$ cat src/rtl/apu_voice_engine.sv
// Multi-voice square-wave audio engine with per-voice decaying envelopes, OR-mixed to one bit.
// Define NOISE_EN to build the LFSR noise-burst channel; without it sfx_trig is ignored.
module apu_voice_engine #(
    parameter int NUM_VOICES = 4,
    parameter int PERIOD_W   = 9,
    parameter int ENV_W      = 5,
    parameter int ENV_SCALE  = 3,
    localparam int VOICE_W   = (NUM_VOICES > 1) ? $clog2(NUM_VOICES) : 1
) (
    input  logic                  clk,
    input  logic                  rst_n,
    input  logic                  line_tick,
    input  logic                  frame_tick,
    input  logic [9:0]            hpos,
    input  logic                  wr_en,
    input  logic [VOICE_W-1:0]    wr_voice,
    input  logic [PERIOD_W-1:0]   wr_period,
    input  logic [NUM_VOICES-1:0] voice_mask,
    input  logic                  sfx_trig,
    output logic                  audio_out,
    output logic [NUM_VOICES-1:0] voice_active,
    output logic                  noise_active
);

    localparam int CMP_W = (ENV_W + ENV_SCALE > 10) ? (ENV_W + ENV_SCALE) : 10;
    localparam logic [ENV_W-1:0] ENV_MAX = {ENV_W{1'b1}};

    logic [PERIOD_W-1:0]   period_q  [NUM_VOICES];
    logic [PERIOD_W-1:0]   counter_q [NUM_VOICES];
    logic [ENV_W-1:0]      env_q     [NUM_VOICES];
    logic [NUM_VOICES-1:0] phase_q;
    logic [NUM_VOICES-1:0] voice_audible;
    logic                  noise_audible;
    logic [CMP_W-1:0]      hpos_ext;

    assign hpos_ext = CMP_W'(hpos);

    // The envelope doubles as a pulse width: louder notes stay high for more of the line.
    function automatic logic env_gate(input logic [ENV_W-1:0] env, input logic [CMP_W-1:0] h);
        logic [CMP_W-1:0] limit;
        limit = CMP_W'(env) << ENV_SCALE;
        return h < limit;
    endfunction

    always_ff @(posedge clk or negedge rst_n) begin
        if (!rst_n) begin
            for (int i = 0; i < NUM_VOICES; i++) begin
                period_q[i]  <= '0;
                counter_q[i] <= '0;
                env_q[i]     <= '0;
            end
            phase_q <= '0;
        end else begin
            for (int i = 0; i < NUM_VOICES; i++) begin
                // A note-on overrides any tick landing on the same voice in the same cycle.
                if (wr_en && (wr_voice == VOICE_W'(i))) begin
                    period_q[i]  <= wr_period;
                    counter_q[i] <= '0;
                    phase_q[i]   <= 1'b0;
                    env_q[i]     <= ENV_MAX;
                end else begin
                    if (line_tick) begin
                        if (counter_q[i] == period_q[i]) begin
                            counter_q[i] <= '0;
                            phase_q[i]   <= ~phase_q[i];
                        end else begin
                            counter_q[i] <= counter_q[i] + PERIOD_W'(1);
                        end
                    end
                    if (frame_tick && (env_q[i] != '0)) begin
                        env_q[i] <= env_q[i] - ENV_W'(1);
                    end
                end
            end
        end
    end

    always_comb begin
        voice_active  = '0;
        voice_audible = '0;
        for (int i = 0; i < NUM_VOICES; i++) begin
            voice_active[i]  = (env_q[i] != '0);
            voice_audible[i] = phase_q[i] && (period_q[i] != '0) && voice_active[i]
                               && voice_mask[i] && env_gate(env_q[i], hpos_ext);
        end
    end

`ifdef NOISE_EN
    logic [12:0]      lfsr_q;
    logic [ENV_W-1:0] noise_env_q;
    logic             sfx_prev_q;
    logic             sfx_rise;
    logic             lfsr_fb;

    assign sfx_rise = sfx_trig & ~sfx_prev_q;
    assign lfsr_fb  = lfsr_q[12] ^ lfsr_q[11] ^ lfsr_q[10] ^ lfsr_q[7];

    always_ff @(posedge clk or negedge rst_n) begin
        if (!rst_n) begin
            lfsr_q      <= 13'h0001;
            noise_env_q <= '0;
            sfx_prev_q  <= 1'b0;
        end else begin
            sfx_prev_q <= sfx_trig;
            // The LFSR freezes between bursts so each burst continues the sequence.
            if (line_tick && (noise_env_q != '0)) begin
                lfsr_q <= {lfsr_q[11:0], lfsr_fb};
            end
            if (sfx_rise) begin
                noise_env_q <= ENV_MAX;
            end else if (frame_tick && (noise_env_q != '0)) begin
                noise_env_q <= noise_env_q - ENV_W'(1);
            end
        end
    end

    assign noise_active  = (noise_env_q != '0);
    assign noise_audible = lfsr_q[0] && noise_active && env_gate(noise_env_q, hpos_ext);
`else
    logic unused_sfx_trig;
    assign unused_sfx_trig = sfx_trig;
    assign noise_active    = 1'b0;
    assign noise_audible   = 1'b0;
`endif

    always_ff @(posedge clk or negedge rst_n) begin
        if (!rst_n) begin
            audio_out <= 1'b0;
        end else begin
            audio_out <= (|voice_audible) | noise_audible;
        end
    end

endmodule

$ cat config.mk
export PLATFORM = sky130hd
export DESIGN_NAME = apu_voice_engine
export DESIGN_NICKNAME = d
export VERILOG_FILES = /design/src/rtl/apu_voice_engine.sv
export SDC_FILE = /design/constraint.sdc
export NUM_CORES = 1
export LEC_CHECK = 0
export ABC_AREA = 0
export CORE_MARGIN = 3
export CORE_UTILIZATION = 24
export DETAILED_ROUTE_END_ITERATION = 10
export SYNTH_ARGS = -nofsm -noshare
export SYNTH_HDL_FRONTEND = slang
export SYNTH_SLANG_ARGS = --single-unit
$ cat constraint.sdc
create_clock -name clk -period 5.6 [get_ports clk]
set_input_delay 1.12 -clock clk [delete_from_list [all_inputs] [get_ports clk]]
set_output_delay 1.12 -clock clk [all_outputs]
set_load 0.05 [all_outputs]
-- After elaboration in Yosys (flattened, before gate mapping)
Index checks and enable logic that the tools add are counted.
- input port bits: 31
- logic and storage cells: 122
- output and inout bits: 6
- register bits: 97
- eq/ne operators: 7
- mux-type cells: 32
- add/sub/neg operators: 8
- magnitude comparators: 4
- bitwise logic cells: 4
- reductions and logical operators: 50
- operators with widths (cell ; count):
    2-to-1 mux 9 bit ; 12
    less-than comparator 10 x 8 -> 1 bit ; 4
    2-to-1 mux 5 bit ; 8
    adder 9 x 1 -> 9 bit, second input constant ; 4
    equality test 9 bit ; 4
    nonzero test 9 bit ; 4
    logical AND 1 bit ; 24
    nonzero test 2 bit ; 12
    nonzero test 5 bit ; 4
    subtractor 5 x 1 -> 5 bit, second input constant ; 4
    2-to-1 mux 1 bit ; 12
    AND reduction 2 bit ; 4
    equality test 2 bit, second input constant ; 2
    inverter 1 bit ; 4
    OR reduction 4 bit ; 1
    equality test 2 x 1 -> 1 bit, second input constant ; 1
    logical NOT 2 bit ; 1

-- Longest topological paths before layout
Gate-level depths: netlist of run 1.
- depth after elaboration: 6
- gate-level depth with buffers: 7
- depth with buffers taken out: 7

-- Worst setup path after synthesis of run 1
OpenSTA, ideal clock, no wires.
- path kind: flip-flop to output port
- from: register env_q[10] in the netlist's numbering
- to: output voice_active[1]
- arrival: 1.317 ns
- path buffers: 0
- cell stages (with the launch flop): 4
- data required time: 4.480 ns
- setup slack: 3.163 ns
- cells stage by stage: dfrtp_1 inv_1 ha_1 or4b_1
- longest elaborated chain between the ends: 1
- ends and longest elaborated chain (item ; RTL line ; source):
    start: declaration ; 30 ; logic [ENV_W-1:0] env_q [NUM_VOICES];
    start signal: indexed assignment ; 71 ; env_q[i] <= env_q[i] - ENV_W'(1);
    nonzero test 5 bit ; 82 ; voice_active[i] = (env_q[i] != '0);
    end: declaration ; 21 ; output logic [NUM_VOICES-1:0] voice_active,
Every way passes these cells.

-- Worst setup path in the final report of run 1
Same ends and word-level chain as after synthesis.

==> flow_results.org, run 1 <==
** Status
- The flow ran to the end, and the final reports show no timing, DRC or antenna violations.

** Synth
- During synthesis, Yosys emitted a total of 0 warnings.
- Synthesis instantiated 42 different standard cells from the library.
- The cell area that synthesis handed to floorplanning was 5250 um^2.
- In this run, synthesis inferred 0 flip-flops with an integrated enable.
- Ranked by total cell area, the synthesized netlist is headed by sky130_fd_sc_hd__dfrtp_1 46%, sky130_fd_sc_hd__nand2_1 7.6%, sky130_fd_sc_hd__xnor2_1 7.0%, sky130_fd_sc_hd__ha_1 6.7%, sky130_fd_sc_hd__xor2_1 6.5%.
- The synthesized design spends more area on one cell type than any other, namely sky130_fd_sc_hd__dfrtp_1.
- Summing the sequential cell areas from Yosys gives 46.2% of the chip area.
- Asr flop ratio synth :: 100%
- Synthesis handed over a netlist of 545 instances.
- Summed over its instances, the top area cell type makes up 46.2% of the synthesized netlist area.
- Most instantiated flip-flop cell in the synthesis netlist :: sky130_fd_sc_hd__dfrtp_1
- Synthesized Nets :: 604
- In this run, synthesis produced a sequential element count of 97.
- Mapped Avg Cell Area :: 9.64 um^2

** Clocking
- CTS tree :: yes
- Clock-pin slew on the worst setup and hold paths :: 70 ps
- Buffers inserted to repair hold after CTS numbered 0.
- Maximum buffer depth of the clock tree :: 2
- The cell sitting at the root of the clock tree is a sky130_fd_sc_hd__clkbuf_16.
- Clock buffers created by TritonCTS :: 9
- In this run, post-CTS repair resized a total of 0 instances.
- Clock latency on the worst-skew pair :: 340 ps
- Number of setup buffers added after CTS :: 0
- CTS saw 97 sinks.
- The H-tree was split into 3 levels.

** Pwr
- Per report_power, the clock group accounts for 29.5% of the total.
- P per Cell Area :: 361 nW/um^2
- In this run switching power makes up 33.3% of total power.
- The analysis attributes to cell leakage a power of 2.82 nW.
- VDD sags by at most 0.123 mV.
- In this run the power spent charging and discharging nets is 0.747 mW.
- Part of the power in combinational logic :: 24.9%
- Internal power comes to 1.49 mW.
- In this run, flip-flops and latches consume 45.6% of the power.

** Setup path
- In this run the worst setup path begins at env_q[10].
- STA puts the critical path data required time at 4480 ps.
- Cell family with the largest share of critical-path delay :: buffers and inverters
- Walking the worst path, the cells encountered are inv_1, ha_1, or4b_1, clkdlybuf4s50_1.
- Slowest CP cell :: sky130_fd_sc_hd__clkdlybuf4s50_1
- In this run the critical register-to-register path is launched from env_q[5].
- Kind of end point of the critical path :: output port
- Startpoint kind of the worst setup timing path :: flop
- Arrival time of data at the critical path endpoint :: 2290 ps
- Crit path kind :: flop to output port
- Worst stage delay on the critical path :: 740 ps
- Along the worst path, the maximum fanout reaches 4.
- Together, buffers and inverters on the worst path number 2.

** Floorplan
- Total Die Area :: 23,700 um^2
- In this run the core area contains 53 standard-cell rows.
- DIE HEIGHT :: 154 um
- Initial Util :: 24.7%
- In this run the standard cell core region covers 21,300 um^2.
- The die is 154 um wide.
- Number of ports placed on the die boundary :: 37

** GRT
- The number of antenna violations at the first check in global routing came to 0.
- The number of global-route vias before repair is 3,851.
- Pin count of the biggest net entering global routing :: 72
- In the global route stage, overall resource usage came out at 10.4%.
- The first global-routing pass estimated 20.0 mm of wire.
- Global routing finished with a remaining overflow of 0.

** Timing
- For the finished layout, the period the worst path requires is 3410 ps.
- Worst Tran Pin Value :: 947 ps
- Worst hold margin :: 527 ps
- Setup violations remaining at the end of the flow were counted as 0.
- The final hold violation count was 0.
- The max-slew violation total from the final report is 0.
- Slew margin rel. :: 36.9%
- Timing would allow up to 294 MHz.
- After layout, the worst path uses 60.8% of the clock period.
- Post-Route Setup TNS :: 0 ps
- Setup repair after global routing left no endpoint under its margin.
- Worst Clk Skew :: 6.34 ps

** Layout
- The multi-input combinational cells in the finished layout cover a total of 2680 um^2.
- Most common cell after layout, fill and taps aside :: sky130_fd_sc_hd__nand2_1
- After the flow finishes, the layout carries non-filler instances totaling 857.
- Final cell area excluding filler cells :: 6200 um^2
- The layout has 2,191 filler cells.
- In the layout the commonest cells are 107 x sky130_fd_sc_hd__nand2_1, 97 x sky130_fd_sc_hd__dfrtp_1, 50 x sky130_fd_sc_hd__nor2_1, 42 x sky130_fd_sc_hd__xnor2_1, 39 x sky130_fd_sc_hd__xor2_1.
- The sequential cells in the finished layout cover a total of 2430 um^2.
- Fraction of final layout cells with drive strength greater than 1 :: 8.08%
- The area growth from synthesis to layout is 18.1%.
- Diode insertion count for antenna repair :: 0
- Final net count :: 636

** Routing
- Using the TritonRoute via totals, the vias-per-cell ratio works out to 4.46.
- Final wirelength :: 12.0 mm
- Number of optimization iterations in the first detailed-route pass :: 4
- Average wire length per cell after detail routing :: 14.0 um
- Once detail routing completed, the nets flagged for antenna violations numbered 0.
- Initial DRC count :: 235
- Vias :: 3,818
- In the routed design, unresolved DRC markers number 0.

** Run
- Across the run, the number of max-cap violations was 0.

** Place
- After detailed placement, the design holds a cell count of 841.
- Placed cell area :: 5880 um^2
- GPL Wtd Cong :: 0.813
- DP Wirelength :: 8.60 mm
- Port buffering added 31 buffers.

** Min path
- Path type of the worst min-delay path :: flop to flop
- The worst hold path begins at period_q[35].
## tightest hold or removal path, delay by kind of cell, from the launching register on
family / cells / cell delay, ps
AND/OR/NAND/NOR: 2 / 120
flip-flops: 1 / 380
## synthesized netlist by cell type, types with 12 or more instances
master	number
sky130_fd_sc_hd__mux2_2	18
sky130_fd_sc_hd__nand3_1	25
sky130_fd_sc_hd__nor2_1	50
sky130_fd_sc_hd__nand4_1	12
sky130_fd_sc_hd__nand2_1	107
sky130_fd_sc_hd__dfrtp_1	97
sky130_fd_sc_hd__ha_1	28
sky130_fd_sc_hd__nor4_1	13
sky130_fd_sc_hd__clkbuf_1	13
sky130_fd_sc_hd__inv_1	22
sky130_fd_sc_hd__xor2_1	39
sky130_fd_sc_hd__xnor2_1	42
## final timing paths
path | slack, ps | to | cells after the start
setup / recovery | 2190 | voice_active[1] | 4
hold / removal | 530 | period_q[35] | 2
setup reg to reg | 3630 | audio_out | 6
hold reg to reg | 530 | period_q[35] | 2
max in group asynchronous | 3750 | period_q[30] | 2
min in group asynchronous | 880 | env_q[10] | 1
## flip-flops by register name, indices dropped and copies added, names as in the netlist
register / flops
env_q: 20
period_q: 36
phase_q: 4
counter_q: 36
audio_out: 1
## routing by layer
metal / up-vias / wire [um] / track usage (%) / share of wire [%]
li1: 1914 / - / - / -
met1: 1850 / 5520 / 13.3 / 46
met2: 41 / 5950 / 17.9 / 49
met3: 13 / 318 / 1.52 / 2.6
met4: 0 / 235 / 3.78 / 2.0
met5: - / 0 / 0 / 0
## final cells by class
type / instances / share of cell area, %
clock inverter: 6 / 1.37
clock buffer: 10 / 3.85
multi-input combinational: 411 / 43.2
sequential: 97 / 39.1
inverter: 22 / 1.33
tap: 275 / 5.55
timing repair buffer: 36 / 5.57
## power groups by stage
stage	Combinational, mW	Clock [mW]	Sequential, mW
after global routing	0.656	0.711	1.04
after detailed placement	0.558	0	1.03
after floorplan	0.436	0	0.986
after CTS	0.566	0.686	1.02
final	0.559	0.661	1.02
after global placement	0.541	0	1.03
## kinds of logic (layout without fill, tap and decap cells)
| group | count (synthesis) | after routing | share of synthesized area, % |
|---|---|---|---|
| flops | 97 | 97 | 46.2 |
| compound gates | 38 | 38 | 4.69 |
| buf+inv | 37 | 74 | 2.74 |
| simple gates | 245 | 245 | 22.2 |
| xor+xnor | 81 | 81 | 13.5 |
| mux | 18 | 18 | 3.86 |
| other cells | 1 | 1 | 0.0714 |
| fa+ha+maj | 28 | 28 | 6.67 |
## metrics by stage
step                      total power [mW]  util [%]  worst slack (ps)
after global placement                1.57      27.6              2350
after global routing                  2.41      29.1              2090
after floorplan                       1.42         -              3160
after CTS                             2.27      29.1              2170
final                                 2.24      29.1              2190
after detailed placement              1.59      27.6              2340
No activity file was read; power rests on OpenSTA's default activity.
==> run 2: changes to the inputs <==
==> constraint.sdc (replaced) <==
create_clock -name clk -period 2.95 [get_ports clk]
set_input_delay 0.59 -clock clk [delete_from_list [all_inputs] [get_ports clk]]
set_output_delay 0.59 -clock clk [all_outputs]
set_load 0.05 [all_outputs]
==> flow_results.org, run 2 (same netlist as run 1, synthesis figures left out) <==
** Pwr
- The worst ir drop on vdd came to 0.240 mV (+95%).
- Part of the power in combinational logic :: 25.0% (about the same)
- The internal cell power came to 2.85 mW (+90%).
- The total power of the final layout was 4.20 mW (+87%).
- The static leakage is 2.84 nW (+0.65%).
- The power share of the sequential group came to 46.0% (+0.4 points).
- The fraction of power spent switching nets came to 32.2% (-1.2 points).
- Clock network fraction of design power :: 29.0% (-0.5 points)
- Switching power total :: 1.35 mW (+81%)
- The ratio of total power to cell area was 672 nW/um^2 (+86%).

** Setup path
- The worst register-to-register path begins at counter_q[18].
- Worst reg-to-reg path cell count :: 5 (-1)
- Kind of end point of the critical path :: output port
- The maximum fanout along the worst path was 4 (unchanged).
- The sum of buffers and inverters on the critical path came to 2 (unchanged).
- Crit path cell chain :: inv_1, ha_1, or4b_4, clkdlybuf4s50_1
- In this run the critical register-to-register path is captured at counter_q[25].
- The data required time at the worst endpoint is 2360 ps (-2120 ps).
- Crit path kind :: flop to output port
- The worst setup path is launched from a flop.
- The register-to-register path setup slack was 960 ps (-2670 ps).
- The critical path arrival came to 2220 ps (-70 ps).
- Cell family with the largest share of critical-path delay :: buffers and inverters
- For this design, the slowest cell found on the critical path is sky130_fd_sc_hd__clkdlybuf4s50_1.
- Timing startpoint of the critical path :: env_q[15]
- Worst stage delay on the critical path :: 720 ps (-20 ps)

** Timing
- The actual slew at the worst max-slew pin was 822 ps (-125 ps).
- The tightest slew margin relative to the limit came to 44.7% (+7.8 points).
- For the finished layout, the period the worst path requires is 2810 ps.
- The max-slew violation total from the final report is 0 (unchanged).
- The final hold slack came to 245 ps (-282 ps).
- The worst clock skew on the final layout was 8.56 ps (+2.22 ps).
- The slack of the critical path was 139 ps (-2050 ps).
- Setup repair after global routing left no endpoint under its margin.
- Maximum clock rate :: 356 MHz
- The final-report setup violation count came to 0 (unchanged).
- Crit share post-route :: 95.3%
- Post-Route Setup TNS :: 0 ps (unchanged)
- The final hold violation count was 0 (unchanged).

** Floorplan
- The cell row count was 53 (unchanged).
- Initial Util :: 24.7% (unchanged)
- The placeable core area was 21,300 um^2 (unchanged).
- DIE HEIGHT :: 154 um (unchanged)
- The boundary pin count was 37 (unchanged).
- Total Die Area :: 23,700 um^2 (unchanged)
- The die width came to 154 um (unchanged).

** Clocking
- Maximum buffer depth of the clock tree :: 2 (unchanged)
- The post-CTS repair timing setup buffer count is 0 (unchanged).
- The insertion delay to the later sink of the worst-skew pair is 340 ps (about the same).
- The number of sinks driven by the clock tree is 97 (unchanged).
- The total clock buffers created by CTS is 9 (unchanged).
- CTS tree :: yes
- H-Tree Level Count :: 3 (unchanged)
- The clock-pin transition on the worst setup and hold timing paths is 60 ps (about the same).
- The cts-stage hold buffer count was 0 (unchanged).
- Clock tree root driver cell :: sky130_fd_sc_hd__clkbuf_16

** Layout
- Multi-input combinational cell area :: 2680 um^2 (unchanged)
- The area of all sequential standard cells came to 2430 um^2 (unchanged).
- The final instance area came to 6240 um^2 (+0.65%).
- Diode insertion count for antenna repair :: 0 (unchanged)
- Number of fill cells :: 2,196 (+0.23%)
- The number of nets in the finished design was 640 (+0.63%).
- The fraction of final layout cells sized beyond drive strength 1 was 8.70% (+0.63 points).
- Commonest cells after routing, fill and taps aside :: 107 x sky130_fd_sc_hd__nand2_1, 97 x sky130_fd_sc_hd__dfrtp_1, 50 x sky130_fd_sc_hd__nor2_1, 42 x sky130_fd_sc_hd__xnor2_1, 39 x sky130_fd_sc_hd__xor2_1
- The area growth from synthesis to layout is 18.9%.
- Leaving out fill and tap cells, the most frequent cell in the layout is sky130_fd_sc_hd__nand2_1.
- Largest registers :: counter_q x36, period_q x36, env_q x20

** Routing
- The average via count per standard cell is 4.38 (-1.6%).
- The detailed-route wire length is 11.7 mm (-3.1%).
- Average wire length per cell after detail routing :: 13.5 um (-3.6%)
- The first-pass detailed-route iteration total was 5 (+1).
- The remaining routing DRC violations came to 0 (unchanged).
- Initial DRC count :: 178 (-24%)
- Number of nets still failing antenna checks after routing :: 0 (unchanged)
- Vias :: 3,775 (-1.1%)

** Status
- Status :: complete, no violations

** Place
- GPL Wtd Cong :: 0.791 (-2.8%)
- The cell area after placement came to 5920 um^2 (+0.72%).
- The number of buffers inserted by port buffering is 31 (unchanged).
- Post-Place Setup Slack :: 430 ps (-1910 ps)
- The estimated wirelength of the detail-placed design came to 8.60 mm (about the same).

** GRT
- The number of antenna violations at the first check in global routing is 0 (unchanged).
- The first-pass GRT wire length is 19.6 mm (-2.2%).
- The all-layer global routing usage was 10.1% (-0.30 points).
- Via count of the first global-routing pass :: 3,794 (-1.5%)
- The total overflow reported by the global router is 0 (unchanged).
- Pin count of the biggest net entering global routing :: 56 (-22%)

** Min path
- Path type of the worst min-delay path :: primary input to asynchronous set/reset pin

** Run
- The number of violations of the max-capacitance limit came to 0 (unchanged).
## run 2: worst register-to-register path: cells and delay by family (launching register included)
kind | cells | cell delay (ps)
flops | 1 | 460
compound gates | 1 | 340
xor+xnor | 1 | 180
simple gates | 3 | 890
## run 2: power by group through the flow
stage          clock, mW  combinational [mW]  sequential (mW)
2_1_floorplan          0               0.828             1.87
3_3_place_gp           0                1.03             1.95
3_5_place_dp           0                1.06             1.95
4_1_cts             1.26                1.06             1.93
5_1_grt             1.31                1.22             1.99
6_report            1.22                1.05             1.93
## run 2: layout make-up
type / instances / area share (%)
Clock buffer: 11 / 4.05
Clock inverter: 5 / 1.02
Inverter: 22 / 1.32
Multi-Input combinational cell: 411 / 42.9
Sequential cell: 97 / 38.9
Tap cell: 275 / 5.51
Timing Repair Buffer: 40 / 6.29
## run 2: worst max path at each step
stage	to	slack, ps	depth (start not counted)
3_3_place_gp	voice_active[1]	420	4
4_1_cts	voice_active[3]	60	4
5_1_grt	voice_active[0]	60	4
6_report	voice_active[0]	140	4
3_5_place_dp	counter_q[33]	430	5
2_1_floorplan	audio_out	850	6
## run 2: routing by layer
| metal | track usage (%) | part of all wire, % | vias up |
|---|---|---|---|
| met1 | 13.2 | 48 | 1821 |
| met2 | 17.1 | 48 | 28 |
| met5 | 0 | 0 | - |
| met3 | 1.44 | 1.4 | 13 |
| li1 | - | - | 1913 |
| met4 | 3.91 | 2.2 | 0 |
## run 2: repair_timing
item / CTS / global route
resized for setup: 0 / 2
setup endpoints to repair: 0 / 2
endpoints found under the hold margin: 0 / 0
## run 2: per-stage QoR
step | util [%] | std cells
5_1_grt | 29.3 | 861
4_1_cts | 29.3 | 861
3_3_place_gp | 27.8 | 845
2_1_floorplan | - | 545
6_report | 29.3 | 861
3_5_place_dp | 27.8 | 845
==> run 3: changes to the inputs <==
--- a/config.mk
+++ b/config.mk
@@ -7,8 +7,9 @@
 export LEC_CHECK = 0
 export ABC_AREA = 0
 export CORE_MARGIN = 3
-export CORE_UTILIZATION = 24
+export CORE_UTILIZATION = 53
 export DETAILED_ROUTE_END_ITERATION = 10
+export PLACE_DENSITY = 0.76
 export SYNTH_ARGS = -nofsm -noshare
 export SYNTH_HDL_FRONTEND = slang
 export SYNTH_SLANG_ARGS = --single-unit
==> flow_results.org, run 3 (same netlist as run 1, synthesis figures left out) <==
** Floorplan
- The die width was 106 um (-31%).
- DIE HEIGHT :: 106 um (-31%)
- Initial Util :: 55.8% (+31 points)
- The boundary pin count came to 37 (unchanged).
- The placeable core area came to 9420 um^2 (-56%).
- The cell row count is 35 (-34%).
- The total die area came to 11,100 um^2 (-53%).

** Setup path
- The worst setup path is launched from a flop.
- Kind of end point of the critical path :: output port
- The largest incremental delay on the critical path came to 720 ps (about the same).
- The critical path is of the flop to output port type.
- The data required time at the worst endpoint came to 2360 ps (about the same).
- The critical path arrival is 2240 ps (+20 ps).
- CP max FO :: 4 (unchanged)
- The slowest stage of the critical path belongs to the cell sky130_fd_sc_hd__clkdlybuf4s50_1.
- The critical path goes through inv_1, ha_1, or4b_4, clkdlybuf4s50_1.

** Clocking
- Number of setup buffers added after CTS :: 0 (unchanged)
- Clock-pin slew on the worst setup and hold paths :: 90 ps (+30 ps)
- TritonCTS built the clock tree.
- Number of resized instances in the post-cts repair step :: 0 (unchanged)
- Clock buffers created by TritonCTS :: 9 (unchanged)
- The total number of H-tree levels was 3 (unchanged).
- The cts-stage hold buffer count is 0 (unchanged).
- In this run the clock root is driven by a sky130_fd_sc_hd__clkbuf_8.
- The insertion delay to the later sink of the worst-skew pair came to 360 ps (+20 ps).
- Clock net sink count :: 97 (unchanged)
- Maximum buffer depth of the clock tree :: 2 (unchanged)

** Routing
- Number of remaining DRC errors :: 0 (unchanged)
- Final wirelength :: 11.3 mm (-2.8%)
- Average wire length per cell after detail routing :: 15.8 um (+17%)
- Number of optimization iterations in the first detailed-route pass :: 4 (-1)
- Vias :: 3,933 (+4.2%)
- The average via count per standard cell came to 5.50 (+25%).
- Number of nets still failing antenna checks after routing :: 0 (unchanged)
- Initial DRC count :: 124 (-30%)

** Pwr
- The worst ir drop on vdd came to 0.362 mV (+51%).
- Total power after layout :: 3.98 mW (-5.1%)
- The ratio of total power to cell area was 666 nW/um^2 (-0.90%).
- Static Leakage :: 2.81 nW (-1.2%)

** Layout
- The number of fill cells came to 760 (-65%).
- Diode insertion count for antenna repair :: 0 (unchanged)
- Synth-to-Final Area Change :: 13.9%
- The area of all sequential standard cells came to 2430 um^2 (unchanged).
- The number of nets in the finished design was 641 (+0.16%).
- The footprint of the multi-input gates was 2680 um^2 (unchanged).
- Most common cell after layout, fill and taps aside :: sky130_fd_sc_hd__nand2_1
- Commonest cells after routing, fill and taps aside :: 107 x sky130_fd_sc_hd__nand2_1, 97 x sky130_fd_sc_hd__dfrtp_1, 50 x sky130_fd_sc_hd__nor2_1, 42 x sky130_fd_sc_hd__xnor2_1, 39 x sky130_fd_sc_hd__xor2_1
- Post-layout util :: 63.5% (+34 points)
- Fraction of final layout cells with drive strength greater than 1 :: 8.70% (unchanged)
- Largest registers :: counter_q x36, period_q x36, env_q x20

** GRT
- Via count of the first global-routing pass :: 4,037 (+6.4%)
- The total overflow reported by the global router came to 0 (unchanged).
- Pin count of the biggest net entering global routing :: 56 (unchanged)
- Overall global routing resource usage :: 21.6% (+11 points)
- The first-pass GRT wire length was 19.5 mm (-0.77%).
- Initial antenna violation count :: 0 (unchanged)

** Timing
- Minimum clock period after layout :: 2830 ps (+15.9 ps)
- The max-slew violation total from the final report came to 0 (unchanged).
- The slack of the critical path was 124 ps (-15.9 ps).
- Worst Tran Pin Value :: 556 ps (-266 ps)
- The share of the clock period used by the worst path after layout was 95.8% (+0.54 points).
- The final hold slack was 212 ps (-32.7 ps).
- Total count of hold-check failures in the final report :: 0 (unchanged)
- The final-report setup violation count was 0 (unchanged).
- The tightest slew margin relative to the limit came to 62.9% (+18 points).
- Maximum clock rate :: 354 MHz (-0.56%)
- Post-Route Setup TNS :: 0 ps (unchanged)
- Setup repair after global routing left no endpoint under its margin.
- Worst Clk Skew :: 11.0 ps (+2.44 ps)

** Place
- GPL Wtd Cong :: 0.880 (+11%)
- The estimated wirelength of the detail-placed design was 8.50 mm (-1.2%).
- The number of buffers inserted by port buffering came to 31 (unchanged).
- Post-Place Setup Slack :: 432 ps (+2.21 ps)

** Min path
- Path type of the worst min-delay path :: primary input to asynchronous set/reset pin

** Run
- The number of violations of the max-capacitance limit is 0 (unchanged).

** Status
- Status :: complete, no violations
run 3: layout make-up:
| class | count | share of cell area, % |
|---|---|---|
| Clock buffer | 11 | 2.53 |
| Sequential cell | 97 | 40.6 |
| Tap cell | 129 | 2.70 |
| Inverter | 22 | 1.38 |
| Timing Repair Buffer | 41 | 6.73 |
| Clock inverter | 4 | 1.28 |
| Multi-Input combinational cell | 411 | 44.8 |
run 3: stage by stage:
step / area (um^2) / instances
2_1_floorplan: 5250 / 545
3_3_place_gp: 5750 / 700
3_5_place_dp: 5750 / 700
4_1_cts: 5980 / 715
5_1_grt: 5980 / 715
6_report: 5980 / 715
run 3: path summary, 6_finish.rpt:
check | startpoint | end | slack [ps] | cells after the start
setup reg to reg | env_q[5] | audio_out | 980 | 6
max in group asynchronous | rst_n | period_q[27] | 2060 | 2
setup / recovery | env_q[15] | voice_active[0] | 120 | 4
hold reg to reg | period_q[35] | period_q[35] | 530 | 2
hold / removal | rst_n | counter_q[22] | 210 | 1
min in group clk | period_q[35] | period_q[35] | 530 | 2
run 3: worst max-delay path, delay by kind of cell, from the launching register on:
family	cells	cell delay [ps]
adder cells (fa/ha/maj)	1	150
AND/OR/NAND/NOR	1	480
flip-flops	1	390
buffers and inverters	2	860
run 3: layer usage:
metal  vias to the layer above  GRT usage [%]  part of all wire, %
li1                       1905              -                    -
met1                      1944           28.3                   45
met2                        64           35.7                   49
met3                        20           4.35                  2.8
met4                         0           7.86                  2.8
met5                         -              0                    0
run 3: where the power goes:
| part | switching [mW] | internal (mW) | total (mW) |
|---|---|---|---|
| combinational | 0.564 | 0.524 | 1.09 |
| clock | 0.442 | 0.521 | 0.962 |
| sequential | 0.317 | 1.62 | 1.93 |
